==> config.mk <==
export PLATFORM = sky130hd
export DESIGN_NAME = unit_slave_responder_flat
export DESIGN_NICKNAME = d
export VERILOG_FILES = /design/src/rtl/unit_slave_responder_pkg.sv /design/src/rtl/unit_slave_responder_if.sv /design/src/rtl/unit_slave_responder_mem.sv /design/src/rtl/unit_slave_responder.sv /design/src/flat_wrapper.sv
export SDC_FILE = /design/constraint.sdc
export NUM_CORES = 1
export LEC_CHECK = 0
export CAP_MARGIN = 15
export CORE_MARGIN = 1
export CORE_UTILIZATION = 30
export CTS_BUF_LIST = sky130_fd_sc_hd__clkbuf_16
export DETAILED_ROUTE_END_ITERATION = 8
export PLACE_DENSITY = 0.47
export SLEW_MARGIN = 30
export SYNTH_ARGS = -nofsm -noshare
export SYNTH_HDL_FRONTEND = slang
export SYNTH_SLANG_ARGS = --single-unit
==> constraint.sdc <==
create_clock -name clock -period 8.4 [get_ports clock]
set_clock_uncertainty 0.15 [all_clocks]
set_input_delay 1.26 -clock clock [delete_from_list [all_inputs] [get_ports clock]]
set_output_delay 1.26 -clock clock [all_outputs]
set_load 0.02 [all_outputs]
==> src/rtl/unit_slave_responder_pkg.sv <==
// Shared types, default sizes and the one-hot decode helper for the slave
// responder bank.
//   state_t      : responder FSM states
//   onehot_t     : result of onehot_idx (valid flag + bit index)
//   onehot_idx() : index of the single set bit of a select vector; valid
//                  only when exactly one bit is set (up to MAX_SEL lines)
package slave_resp_pack;

    localparam int DEF_NUM_SLAVES  = 6;
    localparam int DEF_DATA_W      = 8;
    localparam int DEF_ADDR_W      = 8;
    localparam int DEF_MEM_DEPTH   = 16;
    localparam int DEF_WAIT_CYCLES = 2;

    // Widest select vector onehot_idx accepts; narrower vectors are
    // zero-extended by the caller.
    localparam int MAX_SEL   = 32;
    localparam int SEL_IDX_W = 5;

    typedef enum logic [1:0] {
        IDLE,
        WAIT,
        ACK,
        HOLD
    } state_t;

    typedef struct packed {
        logic                 valid;
        logic [SEL_IDX_W-1:0] idx;
    } onehot_t;

    function automatic onehot_t onehot_idx(input logic [MAX_SEL-1:0] sel);
        onehot_t r;
        int      hits;
        r    = '0;
        hits = 0;
        for (int i = 0; i < MAX_SEL; i++) begin
            if (sel[i]) begin
                r.idx = SEL_IDX_W'(i);
                hits++;
            end
        end
        r.valid = (hits == 1);
        return r;
    endfunction

endpackage

==> src/rtl/unit_slave_responder_if.sv <==
// Decoder <-> slave bank bus.
//   master modport : the address decoder (drives select/dir/addr/wdata,
//                    receives read data and per-slave ack)
//   slave  modport : the responder bank
interface unit_slave_responder_if #(
    parameter int NUM_SLAVES = slave_resp_pack::DEF_NUM_SLAVES,
    parameter int DATA_W     = slave_resp_pack::DEF_DATA_W,
    parameter int ADDR_W     = slave_resp_pack::DEF_ADDR_W
) ();
    import slave_resp_pack::*;

    logic [NUM_SLAVES-1:0] sel_en_out;
    logic                  wr_rd_d_out;   // 1 = write, 0 = read
    logic [ADDR_W-1:0]     addr_out;
    logic [DATA_W-1:0]     wr_data_out;
    logic [DATA_W-1:0]     rd_data_in;
    logic [NUM_SLAVES-1:0] ack_in;

    modport master (
        output sel_en_out, wr_rd_d_out, addr_out, wr_data_out,
        input  rd_data_in, ack_in
    );

    modport slave (
        input  sel_en_out, wr_rd_d_out, addr_out, wr_data_out,
        output rd_data_in, ack_in
    );

endinterface

==> src/rtl/unit_slave_responder_mem.sv <==
// One slave's word memory: synchronous write, combinational read, single
// shared address. Reset loads word a with (SLAVE_ID << 4) | a.
//   clock, reset : posedge clock, synchronous active-high reset
//   we           : write enable
//   addr         : word address (already wrapped to the memory depth)
//   wdata        : write data
//   rdata        : read data at addr
module slave_mem #(
    parameter int DATA_W    = slave_resp_pack::DEF_DATA_W,
    parameter int MEM_DEPTH = slave_resp_pack::DEF_MEM_DEPTH,
    parameter int AW        = $clog2(MEM_DEPTH),
    parameter int SLAVE_ID  = 0
) (
    input  logic              clock,
    input  logic              reset,
    input  logic              we,
    input  logic [AW-1:0]     addr,
    input  logic [DATA_W-1:0] wdata,
    output logic [DATA_W-1:0] rdata
);
    import slave_resp_pack::*;

    logic [DATA_W-1:0] mem [MEM_DEPTH];

    always_ff @(posedge clock) begin
        if (reset) begin
            for (int a = 0; a < MEM_DEPTH; a++) begin
                mem[a] <= DATA_W'((SLAVE_ID << 4) | a);
            end
        end else if (we) begin
            mem[addr] <= wdata;
        end
    end

    assign rdata = mem[addr];

endmodule

==> src/rtl/unit_slave_responder.sv <==
// Responder bank standing in for the slaves behind the unit address decoder.
// A one-hot select seen in IDLE is captured together with direction, wrapped
// address and write data; after WAIT_CYCLES wait states the ACK state
// performs the access and the next edge raises a one-cycle ack (capture to
// ack = WAIT_CYCLES + 1 clocks). The responder then sits in HOLD until the
// select is released, so a held select never retriggers.
//   clock, reset : posedge clock, synchronous active-high reset
//   bus          : slave side of unit_slave_responder_if
//   proto_err    : only with RESP_PROTO_CHECK_EN defined; sticky flag for
//                  multi-hot select, select abort, or bus fields changing
//                  while a select is held in WAIT
module unit_slave_responder #(
    parameter int NUM_SLAVES  = slave_resp_pack::DEF_NUM_SLAVES,
    parameter int DATA_W      = slave_resp_pack::DEF_DATA_W,
    parameter int ADDR_W      = slave_resp_pack::DEF_ADDR_W,
    parameter int MEM_DEPTH   = slave_resp_pack::DEF_MEM_DEPTH,
    parameter int WAIT_CYCLES = slave_resp_pack::DEF_WAIT_CYCLES
) (
    input  logic clock,
    input  logic reset,
`ifdef RESP_PROTO_CHECK_EN
    output logic proto_err,
`endif
    unit_slave_responder_if.slave bus
);
    import slave_resp_pack::*;

    localparam int MEM_AW = $clog2(MEM_DEPTH);
    localparam int IDX_W  = (NUM_SLAVES > 1) ? $clog2(NUM_SLAVES) : 1;
    localparam int CNT_W  = 4;

    state_t                           state_q, state_d;
    logic [CNT_W-1:0]                 cnt_q, cnt_d;
    logic [IDX_W-1:0]                 idx_q, idx_d;
    logic                             wr_q, wr_d;
    logic [MEM_AW-1:0]                addr_q, addr_d;
    logic [DATA_W-1:0]                data_q, data_d;
    logic [NUM_SLAVES-1:0]            ack_q, ack_d;
    logic [DATA_W-1:0]                rd_q, rd_d;

    logic [MAX_SEL-1:0]               sel_ext;
    onehot_t                          oh;
    logic [NUM_SLAVES-1:0]            own_mask;
    logic                             sel_abort;
    logic [NUM_SLAVES-1:0]            we;
    logic [NUM_SLAVES-1:0][DATA_W-1:0] rd_words;

    always_comb begin
        sel_ext = '0;
        sel_ext[NUM_SLAVES-1:0] = bus.sel_en_out;
    end

    assign oh = onehot_idx(sel_ext);

    always_comb begin
        own_mask        = '0;
        own_mask[idx_q] = 1'b1;
    end

    // While waiting, the select must stay exactly the latched slave's bit:
    // losing it or gaining any other bit both abandon the access.
    assign sel_abort = (bus.sel_en_out != own_mask);

    always_comb begin
        state_d = state_q;
        cnt_d   = cnt_q;
        idx_d   = idx_q;
        wr_d    = wr_q;
        addr_d  = addr_q;
        data_d  = data_q;
        ack_d   = '0;
        rd_d    = rd_q;
        we      = '0;
        case (state_q)
            IDLE: begin
                if (oh.valid) begin
                    idx_d   = oh.idx[IDX_W-1:0];
                    wr_d    = bus.wr_rd_d_out;
                    addr_d  = bus.addr_out[MEM_AW-1:0];
                    data_d  = bus.wr_data_out;
                    cnt_d   = CNT_W'(WAIT_CYCLES);
                    state_d = (WAIT_CYCLES > 0) ? WAIT : ACK;
                end
            end
            WAIT: begin
                if (sel_abort) begin
                    state_d = IDLE;
                end else begin
                    cnt_d = cnt_q - 1'b1;
                    if (cnt_q <= CNT_W'(1)) state_d = ACK;
                end
            end
            ACK: begin
                ack_d = own_mask;
                if (wr_q) begin
                    we   = own_mask;
                    rd_d = '0;
                end else begin
                    rd_d = rd_words[idx_q];
                end
                state_d = HOLD;
            end
            HOLD: begin
                if (bus.sel_en_out == '0) state_d = IDLE;
            end
            default: state_d = IDLE;
        endcase
    end

    always_ff @(posedge clock) begin
        if (reset) begin
            state_q <= IDLE;
            cnt_q   <= '0;
            idx_q   <= '0;
            wr_q    <= 1'b0;
            addr_q  <= '0;
            data_q  <= '0;
            ack_q   <= '0;
            rd_q    <= '0;
        end else begin
            state_q <= state_d;
            cnt_q   <= cnt_d;
            idx_q   <= idx_d;
            wr_q    <= wr_d;
            addr_q  <= addr_d;
            data_q  <= data_d;
            ack_q   <= ack_d;
            rd_q    <= rd_d;
        end
    end

    assign bus.ack_in     = ack_q;
    assign bus.rd_data_in = rd_q;

    for (genvar s = 0; s < NUM_SLAVES; s++) begin : g_mem
        slave_mem #(
            .DATA_W   (DATA_W),
            .MEM_DEPTH(MEM_DEPTH),
            .AW       (MEM_AW),
            .SLAVE_ID (s)
        ) u_mem (
            .clock(clock),
            .reset(reset),
            .we   (we[s]),
            .addr (addr_q),
            .wdata(data_q),
            .rdata(rd_words[s])
        );
    end

`ifdef RESP_PROTO_CHECK_EN
    logic [ADDR_W-1:0] addr_full_q;
    logic              proto_q;
    logic              proto_hit;

    // Full address is kept separately because the FSM only latches the
    // wrapped bits, but any change of the driven address is a violation.
    always_comb begin
        proto_hit = 1'b0;
        if (state_q == IDLE && !oh.valid && bus.sel_en_out != '0) proto_hit = 1'b1;
        if (state_q == WAIT) begin
            if (sel_abort) begin
                proto_hit = 1'b1;
            end else if (bus.wr_rd_d_out != wr_q || bus.addr_out != addr_full_q ||
                         bus.wr_data_out != data_q) begin
                proto_hit = 1'b1;
            end
        end
    end

    always_ff @(posedge clock) begin
        if (reset) begin
            proto_q     <= 1'b0;
            addr_full_q <= '0;
        end else begin
            if (proto_hit) proto_q <= 1'b1;
            if (state_q == IDLE && oh.valid) addr_full_q <= bus.addr_out;
        end
    end

    assign proto_err = proto_q;
`endif

    // Address bits above the memory index and unused decode bits.
    logic unused_bits;
    assign unused_bits = ^{bus.addr_out[ADDR_W-1:MEM_AW], oh.idx[SEL_IDX_W-1:IDX_W]};

endmodule

==> src/flat_wrapper.sv <==
// flat-port wrapper written by rule: the top's interface ports become plain ports
module unit_slave_responder_flat import slave_resp_pack::*;
#(
    parameter int NUM_SLAVES  = slave_resp_pack::DEF_NUM_SLAVES,
    parameter int DATA_W      = slave_resp_pack::DEF_DATA_W,
    parameter int ADDR_W      = slave_resp_pack::DEF_ADDR_W,
    parameter int MEM_DEPTH   = slave_resp_pack::DEF_MEM_DEPTH,
    parameter int WAIT_CYCLES = slave_resp_pack::DEF_WAIT_CYCLES
)
  (clock, reset, bus_sel_en_out, bus_wr_rd_d_out, bus_addr_out, bus_wr_data_out, bus_rd_data_in, bus_ack_in);
  unit_slave_responder_if #(.NUM_SLAVES(NUM_SLAVES), .DATA_W(DATA_W), .ADDR_W(ADDR_W)) bus_i ();
  input  logic clock;
  input  logic reset;
  input wire logic [$bits(bus_i.sel_en_out)-1:0] bus_sel_en_out;
  input wire logic [$bits(bus_i.wr_rd_d_out)-1:0] bus_wr_rd_d_out;
  input wire logic [$bits(bus_i.addr_out)-1:0] bus_addr_out;
  input wire logic [$bits(bus_i.wr_data_out)-1:0] bus_wr_data_out;
  output wire logic [$bits(bus_i.rd_data_in)-1:0] bus_rd_data_in;
  output wire logic [$bits(bus_i.ack_in)-1:0] bus_ack_in;
  assign bus_i.sel_en_out = bus_sel_en_out;
  assign bus_i.wr_rd_d_out = bus_wr_rd_d_out;
  assign bus_i.addr_out = bus_addr_out;
  assign bus_i.wr_data_out = bus_wr_data_out;
  assign bus_rd_data_in = bus_i.rd_data_in;
  assign bus_ack_in = bus_i.ack_in;
  unit_slave_responder #(.NUM_SLAVES(NUM_SLAVES), .DATA_W(DATA_W), .ADDR_W(ADDR_W), .MEM_DEPTH(MEM_DEPTH), .WAIT_CYCLES(WAIT_CYCLES)) u_core (.clock(clock), .reset(reset), .bus(bus_i));
endmodule
# [Word-level counts from Yosys, hierarchy flattened]
# Memory sizes are Yosys's and may differ from the RTL's. A register that Yosys moved wholly into a read port is not among the register bits.
# Index checks and enable logic that the tools add are counted.
[totals] reg_bits=36 ramBits=768 output_inout_bits=14 word_cells=123 mem_count=6
[classes] addsub=6 order_cmp=3 n_eq_ne=9 muxes=76 n_bitwise=1 reduce_logical=14
[mem_list] name="u_core.g_mem[0].u_mem.mem" depth=16 word_bits=8 rd=1 rd_ports_with_merged_regs=1 wr=16 line_no="unit_slave_responder_mem.sv:23" source="logic [DATA_W-1:0] mem [MEM_DEPTH];"
[mem_list] name="u_core.g_mem[1].u_mem.mem" depth=16 word_bits=8 rd=1 rd_ports_with_merged_regs=1 wr=16 line_no="unit_slave_responder_mem.sv:23"
[mem_list] name="u_core.g_mem[2].u_mem.mem" depth=16 word_bits=8 rd=1 rd_ports_with_merged_regs=1 wr=16 line_no="unit_slave_responder_mem.sv:23"
[mem_list] name="u_core.g_mem[3].u_mem.mem" depth=16 word_bits=8 rd=1 rd_ports_with_merged_regs=1 wr=16 line_no="unit_slave_responder_mem.sv:23"
[mem_list] name="u_core.g_mem[4].u_mem.mem" depth=16 word_bits=8 rd=1 rd_ports_with_merged_regs=1 wr=16 line_no="unit_slave_responder_mem.sv:23"
[mem_list] name="u_core.g_mem[5].u_mem.mem" depth=16 word_bits=8 rd=1 rd_ports_with_merged_regs=1 wr=16 line_no="unit_slave_responder_mem.sv:23"
[ops] op="32-bit 2-to-1 mux" n=5
[ops] op="32-bit by 2-bit adder with 32-bit output, second input constant" n=4
[ops] op="4-bit 2-to-1 mux" n=20
[ops] op="8-bit 2-to-1 mux" n=8
[ops] op="8-bit OR reduction" n=6
[ops] op="32-bit by 2-bit == test with 1-bit output, second input constant" n=1
[ops] op="1-bit 2-to-1 mux" n=29
[ops] op="8-bit binary-select mux with 3-bit select" n=1
[ops] op="2-bit 2-to-1 mux" n=6
[ops] op="6-bit 2-to-1 mux" n=2
[ops] op="2-bit case mux with 4 select lines" n=1
[ops] op="4-bit case mux with 2 select lines" n=1
[ops] op="6-bit logical NOT" n=1
[ops] op="3-bit 2-to-1 mux" n=2
[ops] op="6-bit inequality test" n=1
[ops] op="3-bit AND reduction" n=2
[ops] op="2-bit == test, second input constant" n=2
[ops] op="4-bit by 1-bit <= comparator with 1-bit output, second input constant" n=1
[ops] op="3-bit by 4-bit less-than comparator with 1-bit output, second input constant" n=1
[ops] op="2-bit by 1-bit inequality test with 1-bit output, second input constant" n=2
[ops] op="4-bit by 1-bit subtractor with 4-bit output, second input constant" n=1
[ops] op="1-bit demux with 3-bit select" n=1
[ops] op="3-bit by 1-bit greater-or-equal comparator with 1-bit output, second input constant" n=1
[ops] op="3-bit by 1-bit inequality test with 1-bit output, second input constant" n=1
[ops] op="9 further kinds" n=9

# [Depth between registers and ports, before layout]
[depth] ltp_word=15 depth_mapped=17 ltp_nobuf=16

# [Cells and area by module]
# From an unflattened synthesis, not the netlist that was laid out.
[unflattened] hier_cells=2580 hier_area_um2=37872.6
[by_module_without_submodules] module="slave_mem (u_core.g_mem[1].u_mem ...)" n_inst=3 cells_per_inst=384 area_per_inst_um2=5900.7 seq_area_each_um2=3843.7
[by_module_without_submodules] module="slave_mem (u_core.g_mem[3].u_mem ...)" n_inst=2 cells_per_inst=389 area_per_inst_um2=5989.5 seq_area_each_um2=3843.7
[by_module_without_submodules] module="slave_mem (u_core.g_mem[0].u_mem)" n_inst=1 cells_per_inst=383 area_per_inst_um2=5947.0 seq_area_each_um2=3843.7
[by_module_without_submodules] module="unit_slave_responder" n_inst=1 cells_per_inst=267 area_per_inst_um2=2244.7 seq_area_each_um2=720.7

# [Worst setup path before layout]
# Ideal clock, no wire load.
[synth_timing] path_type="input to register" startpoint="in bus_sel_en_out[0]" endpoint="reg (tool-made name)" setup_time_ns=0.135 t_arrival_ns=4.419 slack_ns=3.696 stages=16 n_path_buf=1 cell_sequence="inv_1 > ha_1 > xor2_1 > ha_1 > nand2_1 > o31ai_1 > ha_1 > mux2_2 > ha_1 > nor3b_1 > a211oi_1 > a31o_2 > a2111oi_4 > buf_6 > mux2i_1 > nor2_1"
[synth_lines] item="start: declaration" line_no="flat_wrapper.sv:14" source="input wire logic [$bits(bus_i.sel_en_out)-1:0] bus_sel_en_out;"

# [Worst setup path after layout]
[layout_timing] startpoint="in bus_sel_en_out[0]" endpoint="reg u_core.cnt_q[1]"
[layout_between] elab_chain_cells=14
[layout_lines] item="1-bit 2-to-1 mux" line_no="unit_slave_responder_pkg.sv:38" source="if (sel[i]) begin"
[layout_lines] item="1-bit by 1-bit adder with 2-bit output" line_no="unit_slave_responder_pkg.sv:40" source="hits++;"
[layout_lines] item="32-bit 2-to-1 mux" line_no="unit_slave_responder_pkg.sv:38"
[layout_lines] item="32-bit by 2-bit adder with 32-bit output" line_no="unit_slave_responder_pkg.sv:40"
[layout_lines] item="32-bit 2-to-1 mux" line_no="unit_slave_responder_pkg.sv:38"
[layout_lines] item="32-bit by 2-bit adder with 32-bit output" line_no="unit_slave_responder_pkg.sv:40"
[layout_lines] item="32-bit 2-to-1 mux" line_no="unit_slave_responder_pkg.sv:38"
[layout_lines] item="32-bit by 2-bit adder with 32-bit output" line_no="unit_slave_responder_pkg.sv:40"
[layout_lines] item="32-bit 2-to-1 mux" line_no="unit_slave_responder_pkg.sv:38"
[layout_lines] item="32-bit by 2-bit adder with 32-bit output" line_no="unit_slave_responder_pkg.sv:40"
[layout_lines] item="32-bit 2-to-1 mux" line_no="unit_slave_responder_pkg.sv:38"
[layout_lines] item="32-bit by 2-bit == test with 1-bit output" line_no="unit_slave_responder_pkg.sv:43" source="r.valid = (hits == 1);"
[layout_lines] item="2-bit by 1-bit inequality test with 1-bit output (no source line)"
[layout_lines] item="3-bit AND reduction (no source line) *"
[layout_lines] item="end signal: assignment" line_no="unit_slave_responder.sv:122" source="cnt_q <= cnt_d;"
[layout_lines] item="end: declaration" line_no="unit_slave_responder.sv:33" source="logic [CNT_W-1:0] cnt_q, cnt_d;"
# Every way passes the cells marked *; elsewhere a longest branch is shown, timed or not.
# A chain may end at the register's enable or synchronous reset.

==> impl_metrics.tcl <==
set metrics [dict create \
    nets 2953 \
    start_kind "input port" \
    status "finished, final reports clean" \
    finalPower_mw 10.22 \
    holdWs_ps 398.3 \
    crit_arrival_ps 5460 \
    ys_seq_area_share_pct 63.01 \
    ctsResizeCount 0 \
    drt_wl_total_mm 114.9 \
    drive_above_1_share_pct 10.11 \
    synth_cells 3063 \
    power_frac_clock_pct 37.6 \
    internal-power_mw 7.219 \
    hold_depth 2 \
    antenna_found_initial 5 \
    power.switching_mw 3.004 \
    combPwrFrac_pct 16.9 \
    fmax_mhz 196.9 \
    multi_input_comb_area_um2 12740 \
    critPathKind "in2reg" \
    cts_hold_buf 0 \
    synth.distinct_cells 59 \
    clockBufferDepth 3 \
    grt_remaining_overflow 0 \
    crit_path_end_kind "flop" \
    grt_start_max_net_pins 108 \
    start_util_pct 30.43 \
    hpwl_mm 69.19 \
    drc_errors 0 \
    io_pins 39 \
    syn_area_um2 37870 \
    grt_use_total_pct 17.78 \
    avgSynthCellArea_um2 12.36 \
    coreArea_um2 124400 \
    holdPathEnd "u_core.data_q[6]$_SDFFE_PP0N_" \
    placed_cells 4465 \
    synthArstFlopShare_pct 0 \
    switching_share_pct 29.38 \
    p_per_area_nw_per_um2 241.7 \
    area_growth_pct 11.67 \
    port_buffers 34 \
    ff2ff_path_depth 7 \
    htree_num_levels 3 \
    r2r-start "u_core.state_q[0]$_SDFFE_PP0P_" \
    numCtsBuffers 91 \
    leakage_nw 12.26 \
    via_count 24330 \
    final.setup.tns_ps 0 \
    hold_path.startpoint "u_core.data_q[6]$_SDFFE_PP0N_" \
    yosysTopAreaCell "edfxtp_1" \
    synthTopCellsByArea "edfxtp_1, mux2i_1, or3_1" \
    antenna_left 0 \
    yosys_warnings 0 \
    layout_common_cells "edfxtp_1, mux2i_1, or3_1" \
    synthFlopType "edfxtp_1" \
    rsz0062_at_grt "no" \
    slew_viol_final 0 \
    grt_pass1_wl_mm 166.1 \
    root_buffer "clkbuf_16" \
    via_per_inst 5.261 \
    dieArea_um2 127700 \
    synth_top_area_share_pct 60.90 \
    final_common_cell "edfxtp_1" \
    clk_latency_ps 660 \
    final_cells 4624 \
    drtIter0Drc 1992 \
    slew_headroom_pct 28.83 \
    setup_violations 0 \
    required_ps 8790 \
    globalplace.congestion 0.8026 \
    worst-path-max-fanout 22 \
    ir_drop_mv 0.1659 \
    synth_nets 3095 \
    rows 129 \
    timing.rr.end "u_core.g_mem[1].u_mem.mem[0][6]$_SDFFCE_PN0P_" \
    post_cts_buffers 0 \
    die_w_um 357.3 \
    finalHoldViolCount 0 \
    p_seq_share_pct 45.5 \
    ff_latch_area_um2 23890 \
    grt_pass1_vias 24480 \
    synth_edf_count 768 \
    layout_min_cycle_time_ps 5078 \
    wl_per_cell_um 24.85 \
    num-fill-cells 12180 \
    die_h_um 357.3 \
    drt_first_pass_iters 5 \
    maxCapViolCount 0 \
    r2r_slack_ps 4330 \
    holdCritPathClass "reg2reg" \
    ys_seq_elements 808 \
    worstMarginPinSlew_ps 1067 \
    cts.sinks 808 \
    post-route-period-util_pct 60.45 \
    cts_tree "built" \
    clkTransAtPathRegs_ps 60 \
]
==> registers in the layout, indices dropped and copies added (netlist names), named ones only <==
name	flops
u_core.idx_q	3
u_core.data_q	8
u_core.addr_q	4
u_core.bus.ack_in	6
u_core.bus.rd_data_in	8
u_core.state_q	1
u_core.g_mem.u_mem.mem	768
u_core.cnt_q	4
u_core.wr_q	1
==> power by group through the flow <==
stage / registers [mW] / clock network [mW] / logic [mW]
after floorplan: 4.62 / 0 / 1.10
after global placement: 4.73 / 0 / 1.71
after detailed placement: 4.74 / 0 / 1.73
after CTS: 4.65 / 3.91 / 1.73
after global routing: 4.67 / 4.05 / 1.82
final: 4.65 / 3.84 / 1.73
==> per-layer routing <==
layer	share of wire, %	up-vias	global-route usage, %
met3	6.1	151	3.311
met5	0.024	-	0
met4	2.3	4	5.034
met1	44	12460	23.79
met2	48	716	29.29
li1	-	10990	-
==> per-stage QoR <==
stage / utilization (%) / setup WS [ps] / instance area, um^2
4_1_cts: 33.98 / 3341 / 42280
5_1_grt: 33.98 / 2986 / 42290
6_report: 33.98 / 3322 / 42290
3_3_place_gp: 31.71 / 2679 / 39460
2_1_floorplan: - / 3696 / 37870
3_5_place_dp: 31.71 / 2666 / 39460
==> final cells by class <==
type,count,area share [%]
Multi-Input combinational cell,1932,30.13
Sequential cell,808,56.48
Inverter,8,0.09467
Antenna cell,1,0.005917
Clock buffer,93,5.503
Timing Repair Buffer,80,1.772
Clock inverter,65,1.169
Tap cell,1637,4.843
==> critical path, cell delays in order <==
cell,delay [ps]
clkdlybuf4s50_1,580
inv_1,80
ha_1,350
xor2_1,180
ha_1,300
nand2_1,80
o31ai_1,120
ha_1,330
mux2_2,270
ha_1,300
nor3b_1,190
a211oi_1,80
a31o_2,260
a2111oi_4,310
buf_4,380
nor3_1,100
a311oi_1,280
==> kinds of logic (layout without fill, tap and decap cells) <==
kind of cell    after synthesis  in the layout  synth area share (%)
simple gates               1289           1289                 18.22
flops                       808            808                 63.01
mux                         396            396                 10.67
buf+inv                     323            246                 3.482
compound gates              232            232                 4.146
xor+xnor                      8              8                0.2280
fa+ha+maj                     7              7                0.2313
other cells                   0              1                     0
==> cell usage after synthesis (4+ instances only) <==
cell      instances
nor2_1          159
nand3_1          94
nand2b_1         15
xor2_1            4
nand4_1          22
edfxtp_1        768
buf_2            47
or2_2            92
mux2i_1         387
nor2b_1          10
a211oi_1          5
inv_1             5
and2_1          243
dfxtp_1          40
o21ai_0           9
a22oi_1         112
mux4_2            6
or3_1           245
nand2_1         174
a21oi_1          81
a221oi_1          5
or4b_2            4
nor3_1          212
ha_1              7
clkbuf_1        234
buf_1            27
==> worst max path at each step <==
stage                       from                      endpoint  slack (ps)  depth (start not counted)
3_5_place_dp   bus_sel_en_out[0]  u_core.cnt_q[1]$_SDFFE_PP0P_        2670                         17
6_report       bus_sel_en_out[0]  u_core.cnt_q[1]$_SDFFE_PP0P_        3320                         17
3_3_place_gp   bus_sel_en_out[0]                          flop        2680                         17
2_1_floorplan  bus_sel_en_out[0]                          flop        3700                         16
4_1_cts        bus_sel_en_out[0]  u_core.cnt_q[1]$_SDFFE_PP0P_        3340                         17
5_1_grt        bus_sel_en_out[0]  u_core.cnt_q[1]$_SDFFE_PP0P_        2990                         17
Power figures use the tool's default switching activity.
